`src/rtl/dmi_pkg.sv`:
```
// dmi_pkg: shared DMI types and constants for the DMI arbiter slice.
//   dmi_op_e    : DMI request opcodes (NOP/READ/WRITE)
//   dmi_resp_e  : DMI response codes (SUCCESS/FAILED/BUSY)
//   arb_state_e : arbiter FSM states
//   DMI_ADDR_W / DMI_DATA_W : default DMI field widths
package dmi_pkg;

  localparam int DMI_ADDR_W = 7;
  localparam int DMI_DATA_W = 32;

  typedef enum logic [1:0] {
    DMI_OP_NOP   = 2'd0,
    DMI_OP_READ  = 2'd1,
    DMI_OP_WRITE = 2'd2
  } dmi_op_e;

  typedef enum logic [1:0] {
    DMI_RESP_SUCCESS = 2'd0,
    DMI_RESP_FAILED  = 2'd2,
    DMI_RESP_BUSY    = 2'd3
  } dmi_resp_e;

  typedef enum logic [1:0] {
    ARB_IDLE  = 2'd0,
    ARB_REQ   = 2'd1,
    ARB_RESP  = 2'd2,
    ARB_DRAIN = 2'd3
  } arb_state_e;

endpackage

```
`src/rtl/dmi_rr_pick.sv`:
```
// dmi_rr_pick: combinational round-robin picker.
//   i_valid [N_REQ]  per-requester valid vector
//   i_last  [ID_W]   index granted last; search starts just after it, wrapping
//   o_idx   [ID_W]   chosen requester (0 when nothing valid)
//   o_any   [1]      at least one requester valid
module dmi_rr_pick #(
  parameter int N_REQ = 2,
  parameter int ID_W  = 1
) (
  input  logic [N_REQ-1:0] i_valid,
  input  logic [ID_W-1:0]  i_last,
  output logic [ID_W-1:0]  o_idx,
  output logic             o_any
);

  logic [ID_W-1:0] w_cand;

  // Scan from the farthest offset down to the nearest so the closest
  // valid requester after i_last is the last one written and wins.
  always_comb begin
    o_idx  = '0;
    o_any  = 1'b0;
    w_cand = '0;
    for (int k = N_REQ; k >= 1; k--) begin
      w_cand = ID_W'((int'(i_last) + k) % N_REQ);
      if (i_valid[w_cand]) begin
        o_idx = w_cand;
        o_any = 1'b1;
      end
    end
  end

endmodule

```
`src/rtl/dmi_arbiter.sv`:
```
// dmi_arbiter: shares one DMI request/response channel between N_REQ debug
// transports. Round-robin grant, one transaction in flight, response routed
// back to the requester that issued the request.
//
// Optional feature macro: DMI_ARB_TIMEOUT_EN
//   defined   : response watchdog; after TIMEOUT_CYCLES in RESP a synthetic
//               FAILED response is returned and a late response is drained.
//   undefined : RESP waits indefinitely, no DRAIN state reached.
//
// Ports:
//   clk, reset (sync, active high)
//   req_valid/req_ready/req_addr/req_op/req_data   : requester side, packed per index
//   resp_valid/resp_ready/resp_resp/resp_data      : per-requester response, shared bus
//   dmi_req_*  / dmi_resp_*                        : downstream debug module channel
//   grant_id : current/last granted requester, busy : not IDLE
//
// state | meaning
// IDLE  | no transaction; pick next requester round-robin
// REQ   | request of grant_id presented downstream
// RESP  | waiting for downstream response, routed to grant_id
// DRAIN | after timeout: swallow one late response (watchdog build only)
module dmi_arbiter
  import dmi_pkg::*;
#(
  parameter  int N_REQ          = 2,
  parameter  int ADDR_W         = DMI_ADDR_W,
  parameter  int DATA_W         = DMI_DATA_W,
  parameter  int TIMEOUT_CYCLES = 1024,
  localparam int ID_W           = (N_REQ > 1) ? $clog2(N_REQ) : 1
) (
  input  logic                    clk,
  input  logic                    reset,
  input  logic [N_REQ-1:0]        req_valid,
  output logic [N_REQ-1:0]        req_ready,
  input  logic [N_REQ*ADDR_W-1:0] req_addr,
  input  logic [N_REQ*2-1:0]      req_op,
  input  logic [N_REQ*DATA_W-1:0] req_data,
  output logic [N_REQ-1:0]        resp_valid,
  input  logic [N_REQ-1:0]        resp_ready,
  output logic [1:0]              resp_resp,
  output logic [DATA_W-1:0]       resp_data,
  output logic                    dmi_req_valid,
  input  logic                    dmi_req_ready,
  output logic [ADDR_W-1:0]       dmi_req_addr,
  output logic [1:0]              dmi_req_op,
  output logic [DATA_W-1:0]       dmi_req_data,
  input  logic                    dmi_resp_valid,
  output logic                    dmi_resp_ready,
  input  logic [1:0]              dmi_resp_resp,
  input  logic [DATA_W-1:0]       dmi_resp_data,
  output logic [ID_W-1:0]         grant_id,
  output logic                    busy
);

  arb_state_e      r_state, w_state_nxt;
  logic [ID_W-1:0] r_grant;
  logic [ID_W-1:0] r_last;
  logic [ID_W-1:0] w_pick;
  logic            w_any;
  logic            w_resp_hs;
  logic            w_grant_rdy;

  dmi_rr_pick #(
    .N_REQ (N_REQ),
    .ID_W  (ID_W)
  ) u_pick (
    .i_valid (req_valid),
    .i_last  (r_last),
    .o_idx   (w_pick),
    .o_any   (w_any)
  );

  // Request field mux and granted requester's resp_ready.
  always_comb begin
    dmi_req_addr = '0;
    dmi_req_op   = '0;
    dmi_req_data = '0;
    w_grant_rdy  = 1'b0;
    for (int i = 0; i < N_REQ; i++) begin
      if (ID_W'(i) == r_grant) begin
        dmi_req_addr = req_addr[i*ADDR_W +: ADDR_W];
        dmi_req_op   = req_op[i*2 +: 2];
        dmi_req_data = req_data[i*DATA_W +: DATA_W];
        w_grant_rdy  = resp_ready[i];
      end
    end
  end

`ifdef DMI_ARB_TIMEOUT_EN
  localparam int CNT_W = $clog2(TIMEOUT_CYCLES + 1);

  logic [CNT_W-1:0] r_cnt;
  logic             w_to;

  assign w_to = (r_cnt == CNT_W'(TIMEOUT_CYCLES));

  // Cleared on every state change (so on entering RESP and DRAIN),
  // otherwise counts up and saturates at the limit.
  always_ff @(posedge clk) begin
    if (reset) begin
      r_cnt <= '0;
    end else if (r_state != w_state_nxt) begin
      r_cnt <= '0;
    end else if (!w_to) begin
      r_cnt <= r_cnt + CNT_W'(1);
    end
  end
`else
  logic w_unused_timeout;
  assign w_unused_timeout = (TIMEOUT_CYCLES > 0);
`endif

  always_ff @(posedge clk) begin
    if (reset) begin
      r_state <= ARB_IDLE;
      r_grant <= '0;
      r_last  <= ID_W'(N_REQ - 1);
    end else begin
      r_state <= w_state_nxt;
      if (r_state == ARB_IDLE && w_any) begin
        r_grant <= w_pick;
      end
      if (w_resp_hs) begin
        r_last <= r_grant;
      end
    end
  end

  always_comb begin
    w_state_nxt    = r_state;
    req_ready      = '0;
    resp_valid     = '0;
    dmi_req_valid  = 1'b0;
    dmi_resp_ready = 1'b0;
    resp_resp      = dmi_resp_resp;
    resp_data      = dmi_resp_data;
    w_resp_hs      = 1'b0;
    case (r_state)
      ARB_IDLE: begin
        if (w_any) w_state_nxt = ARB_REQ;
      end
      ARB_REQ: begin
        dmi_req_valid      = 1'b1;
        req_ready[r_grant] = dmi_req_ready;
        if (dmi_req_ready) w_state_nxt = ARB_RESP;
      end
      ARB_RESP: begin
`ifdef DMI_ARB_TIMEOUT_EN
        if (w_to) begin
          // Synthetic failure; downstream stays held off until DRAIN.
          resp_valid[r_grant] = 1'b1;
          resp_resp           = DMI_RESP_FAILED;
          resp_data           = '0;
          if (w_grant_rdy) begin
            w_resp_hs   = 1'b1;
            w_state_nxt = ARB_DRAIN;
          end
        end else
`endif
        begin
          resp_valid[r_grant] = dmi_resp_valid;
          dmi_resp_ready      = w_grant_rdy;
          if (dmi_resp_valid && w_grant_rdy) begin
            w_resp_hs   = 1'b1;
            w_state_nxt = ARB_IDLE;
          end
        end
      end
`ifdef DMI_ARB_TIMEOUT_EN
      ARB_DRAIN: begin
        dmi_resp_ready = 1'b1;
        if (dmi_resp_valid || w_to) w_state_nxt = ARB_IDLE;
      end
`endif
      default: w_state_nxt = ARB_IDLE;
    endcase
  end

  assign grant_id = r_grant;
  assign busy     = (r_state != ARB_IDLE);

endmodule

```
`config.mk`:
```
export PLATFORM = sky130hd
export DESIGN_NAME = dmi_arbiter
export DESIGN_NICKNAME = d
export VERILOG_FILES = /design/src/rtl/dmi_pkg.sv /design/src/rtl/dmi_rr_pick.sv /design/src/rtl/dmi_arbiter.sv
export SDC_FILE = /design/constraint.sdc
export NUM_CORES = 1
export LEC_CHECK = 0
export CAP_MARGIN = 10
export CORE_MARGIN = 1.5
export CORE_UTILIZATION = 17
export CTS_CLUSTER_SIZE = 20
export DETAILED_ROUTE_END_ITERATION = 8
export GPL_TIMING_DRIVEN = 0
export PLACE_DENSITY_LB_ADDON = 0.2
export SETUP_SLACK_MARGIN = 0.05
export SLEW_MARGIN = 5
export SYNTH_ARGS = -nofsm -noshare
export SYNTH_HDL_FRONTEND = slang
export SYNTH_SLANG_ARGS = --single-unit
```
`constraint.sdc`:
```
create_clock -name clk -period 1.3 [get_ports clk]
set_input_delay 0.39 -clock clk [delete_from_list [all_inputs] [get_ports clk]]
set_output_delay 0.39 -clock clk [all_outputs]
set_load 0.05 [all_outputs]
```
==> metrics.md <==
| Metric | Value |
|---|---|
| Pin count of the biggest net entering global routing | 11 |
| Syn Nets | about 230 |
| Detailed-route wire length per cell | approximately 14 um |
| Number of buffers between clock root and the deepest sink | 2 |
| Total wire length | just over 5000 um |
| Worst-case reg-to-reg path depth | 5 |
| Non-filler cells in the finished layout | between 300 and 400 |
| Total instance count after detailed placement | between 300 and 400 |
| Global-route wire length before repair | 6710 um |
| Power density cells | 698 nW/um^2 |
| Via count | about 1.5k |
| Most frequent cells in the layout | sky130_fd_sc_hd__clkdlybuf4s50_1 (85), sky130_fd_sc_hd__buf_4 (42), sky130_fd_sc_hd__mux2_4 (34), sky130_fd_sc_hd__clkdlybuf4s15_2 (34), sky130_fd_sc_hd__buf_6 (19) |
| Number of sinks handled by clock tree synthesis | 4 |
| Worst path arrival time | roughly 1.4 ns |
| Die Width | around 81 um |
| Count of endpoints failing setup in the final report | 48 |
| End point of the most critical hold path | r_state[0]$_SDFFE_PP0P_ |
| CTS H-tree lvls | 1 |
| Share of final-layout standard cells stronger than drive strength 1 | ~64% |
| Global route overflow | 0 |
| Final setup slack of the worst path | -0.444 ns |
| Clock-pin slew on the worst setup and hold paths | approximately 0.030 ns |
| Critical Path Source Type | register |
| Antenna cell count | 0 |
| Nets | 420 |
| Total routing usage reported by global routing | between 10% and 20% |
| CTS tree | done |
| Number of buffers inserted during clock tree synthesis | 3 |
| Worst hold path startpoint | r_state[1]$_SDFFE_PP0P_ |
| Antenna violations before repair | 0 |
| Area of the mapped netlist | 1040 um^2 |
| Cell depth of the worst min-delay path | 1 |
| Worst clock skew | around 0.0048 ns |
| Upper clock frequency limit | ~570 MHz |
| Synthesis-to-finish area growth | 211% |
| RSZ-0062 raised after global routing | true |
| Post-layout util | 54.5% |
| Number of port buffers | 172 |
| Setup slack of the worst register-to-register path | approximately 0.05 ns |
| Final critical delay including setup and external delays | 1.74 ns |
| Data required time at the worst endpoint | ~0.91 ns |
| Clock insertion delay at the later pin of the skew report | around 0.22 ns |
| GPL Wtd Cong | between 0.7 and 0.8 |
| Die span in y | 81.1 um |
| Number of design-rule violations left by the first detailed-router iteration | 14 |
| Half-perimeter wire length after placement | between 4000 and 5000 um |
| Final period util | 134% |
| Violations in the final reports | setup timing |
| Total Negative Setup Slacks | -18.63 ns |
| Number of standard cells after synthesis | ~110 |
| Min-Delay Path Class | reg2reg |
| Proportion of netlist area held by the largest area contributor | between 20 and 30% |
| Hold slack | 0.474 ns |
| Flip-flop and latch count after synthesis | 4 |
| Vias in the first global route | approximately 1.3k |
| Count of different cell masters after synthesis | 22 |
| Number of max-capacitance violations reported | 0 |
| Outcome | finished, violations left |
| VDD IR-drop max | around 0.47 mV |
| RR Endpoint | r_state[1]$_SDFFE_PP0P_ |
| Hold violation count in the final report | 0 |
| Count of hold-fix buffers inserted at cts | 0 |
| Syn avg cell area | 9.52 um^2 |
| CTS Root Buffer Type | sky130_fd_sc_hd__clkbuf_8 |
| Final Max Tran Viols | 0 |
| Post-synthesis cell type with the largest combined area | sky130_fd_sc_hd__mux2_2 |
| Initial cell density of the core | 17.5% |
| Worst setup path class | reg2out |
| Critical path capture point type | primary output |
| Cells taking the most area after synthesis | sky130_fd_sc_hd__mux2_2 (29%), sky130_fd_sc_hd__buf_4 (25%), sky130_fd_sc_hd__mux2_4 (20%) |
| Count of boundary I/O pins | 207 |
| ANT nets after route | 0 |
| Overall die area | 6580 um^2 |
| Placeable Area | just under 6000 um^2 |
| Leading cell type in the layout, fill and taps excluded | sky130_fd_sc_hd__clkdlybuf4s50_1 |
| Yosys warning total | 0 |
| Routed via count divided by cell count | 4.02 |
| Remaining routing DRC violations | 0 |
| Worst slew slack as a fraction of its limit | between 70% and 80% |
| Leak Pwr | around 1.5 nW |
| Sequential fraction of the synthesis area | under 10% |
| Number of detailed-routing iterations run before antenna repair | 2 |
| Reg-to-Reg Start | grant_id$_SDFFE_PP0P_ |
| Worst-path fanout max | 10 |
| Measured slew at the worst slew-check pin | 0.301 ns |
| # rows | 28 |
routing by layer:
metal	track usage, %	routed length (um)
met1	12.4	1570
met2	27.2	2750
met3	4.49	703
met4	2.41	54
met5	0	0
critical path, cell delays in order (launching register included):
cell                      delay (ns)
sky130_fd_sc_hd__dfxtp_4        0.39
sky130_fd_sc_hd__buf_6          0.18
sky130_fd_sc_hd__mux2_2         0.36
sky130_fd_sc_hd__buf_4          0.19
cells in the mapped netlist:
cell type,instances
sky130_fd_sc_hd__buf_4,34
sky130_fd_sc_hd__mux2_2,27
sky130_fd_sc_hd__mux2_4,14
sky130_fd_sc_hd__dfxtp_1,4
sky130_fd_sc_hd__a21oi_1,3
sky130_fd_sc_hd__buf_6,3
sky130_fd_sc_hd__nand2_1,3
sky130_fd_sc_hd__and3_1,2
sky130_fd_sc_hd__buf_2,2
sky130_fd_sc_hd__inv_1,2
sky130_fd_sc_hd__nor2_1,2
sky130_fd_sc_hd__nor2b_1,2
sky130_fd_sc_hd__o21ai_1,2
sky130_fd_sc_hd__a2111oi_0,1
sky130_fd_sc_hd__a211oi_1,1
sky130_fd_sc_hd__a31oi_1,1
sky130_fd_sc_hd__and2b_1,1
sky130_fd_sc_hd__mux2i_1,1
sky130_fd_sc_hd__nand4b_1,1
sky130_fd_sc_hd__nor3_1,1
sky130_fd_sc_hd__o21bai_1,1
sky130_fd_sc_hd__or2_2,1
stage by stage:
stage	power [W]	area, um^2	setup slack (ns)
final	0.00225	3230	-0.444
after global routing	0.00235	3230	-0.490
after CTS	0.00224	3170	-0.467
after detailed placement	0.00188	2960	-1.04
after global placement	0.00187	2960	-1.03
after floorplan	0.00124	1140	-0.226
where the power goes:
part | total, W | internal (W) | switching, W
clock | 0.000278 | 0.000210 | 0.0000679
combinational | 0.00182 | 0.000872 | 0.000950
sequential | 0.000154 | 0.000135 | 0.0000185
cell families after synthesis:
group / synth area share (%)
DFF: 7.72
AOI/OAI and AO/OA: 5.31
muxes: 50.5
buffers and inverters: 29.6
and+or+nand+nor: 6.88
cell type report:
cell class | count | area, um^2
fill | 537 | 2690
buffer | 39 | 338
tap | 75 | 93.8
clock buffer | 4 | 45.0
multi-input combinational | 64 | 771
sequential | 4 | 91.3
timing repair buffer | 182 | 1880
inverter | 2 | 7.51
worst max-delay path by stage:
stage	end	from	depth (start not counted)
3_3_place_gp	resp_valid[1]	dmi_resp_valid	3
3_5_place_dp	resp_valid[1]	dmi_resp_valid	3
6_report	dmi_req_op[0]	grant_id$_SDFFE_PP0P_	3
4_1_cts	dmi_req_op[0]	grant_id$_SDFFE_PP0P_	3
2_1_floorplan	dmi_req_addr[1]	grant_id$_SDFFE_PP0P_	3
5_1_grt	dmi_req_data[25]	grant_id$_SDFFE_PP0P_	3
sequential cells by signal, summed over array words and instances (netlist names):
register,flops
grant_id,1
r_state,2
r_last,1
repair_timing:
action,4_1_cts,5_1_grt
cloned,1,1
buffers inserted,5,3
resized for setup,442,4
endpoints found under the setup margin,83,50
pin swaps,0,1
Note: power is estimated with default switching activity, not from simulation.
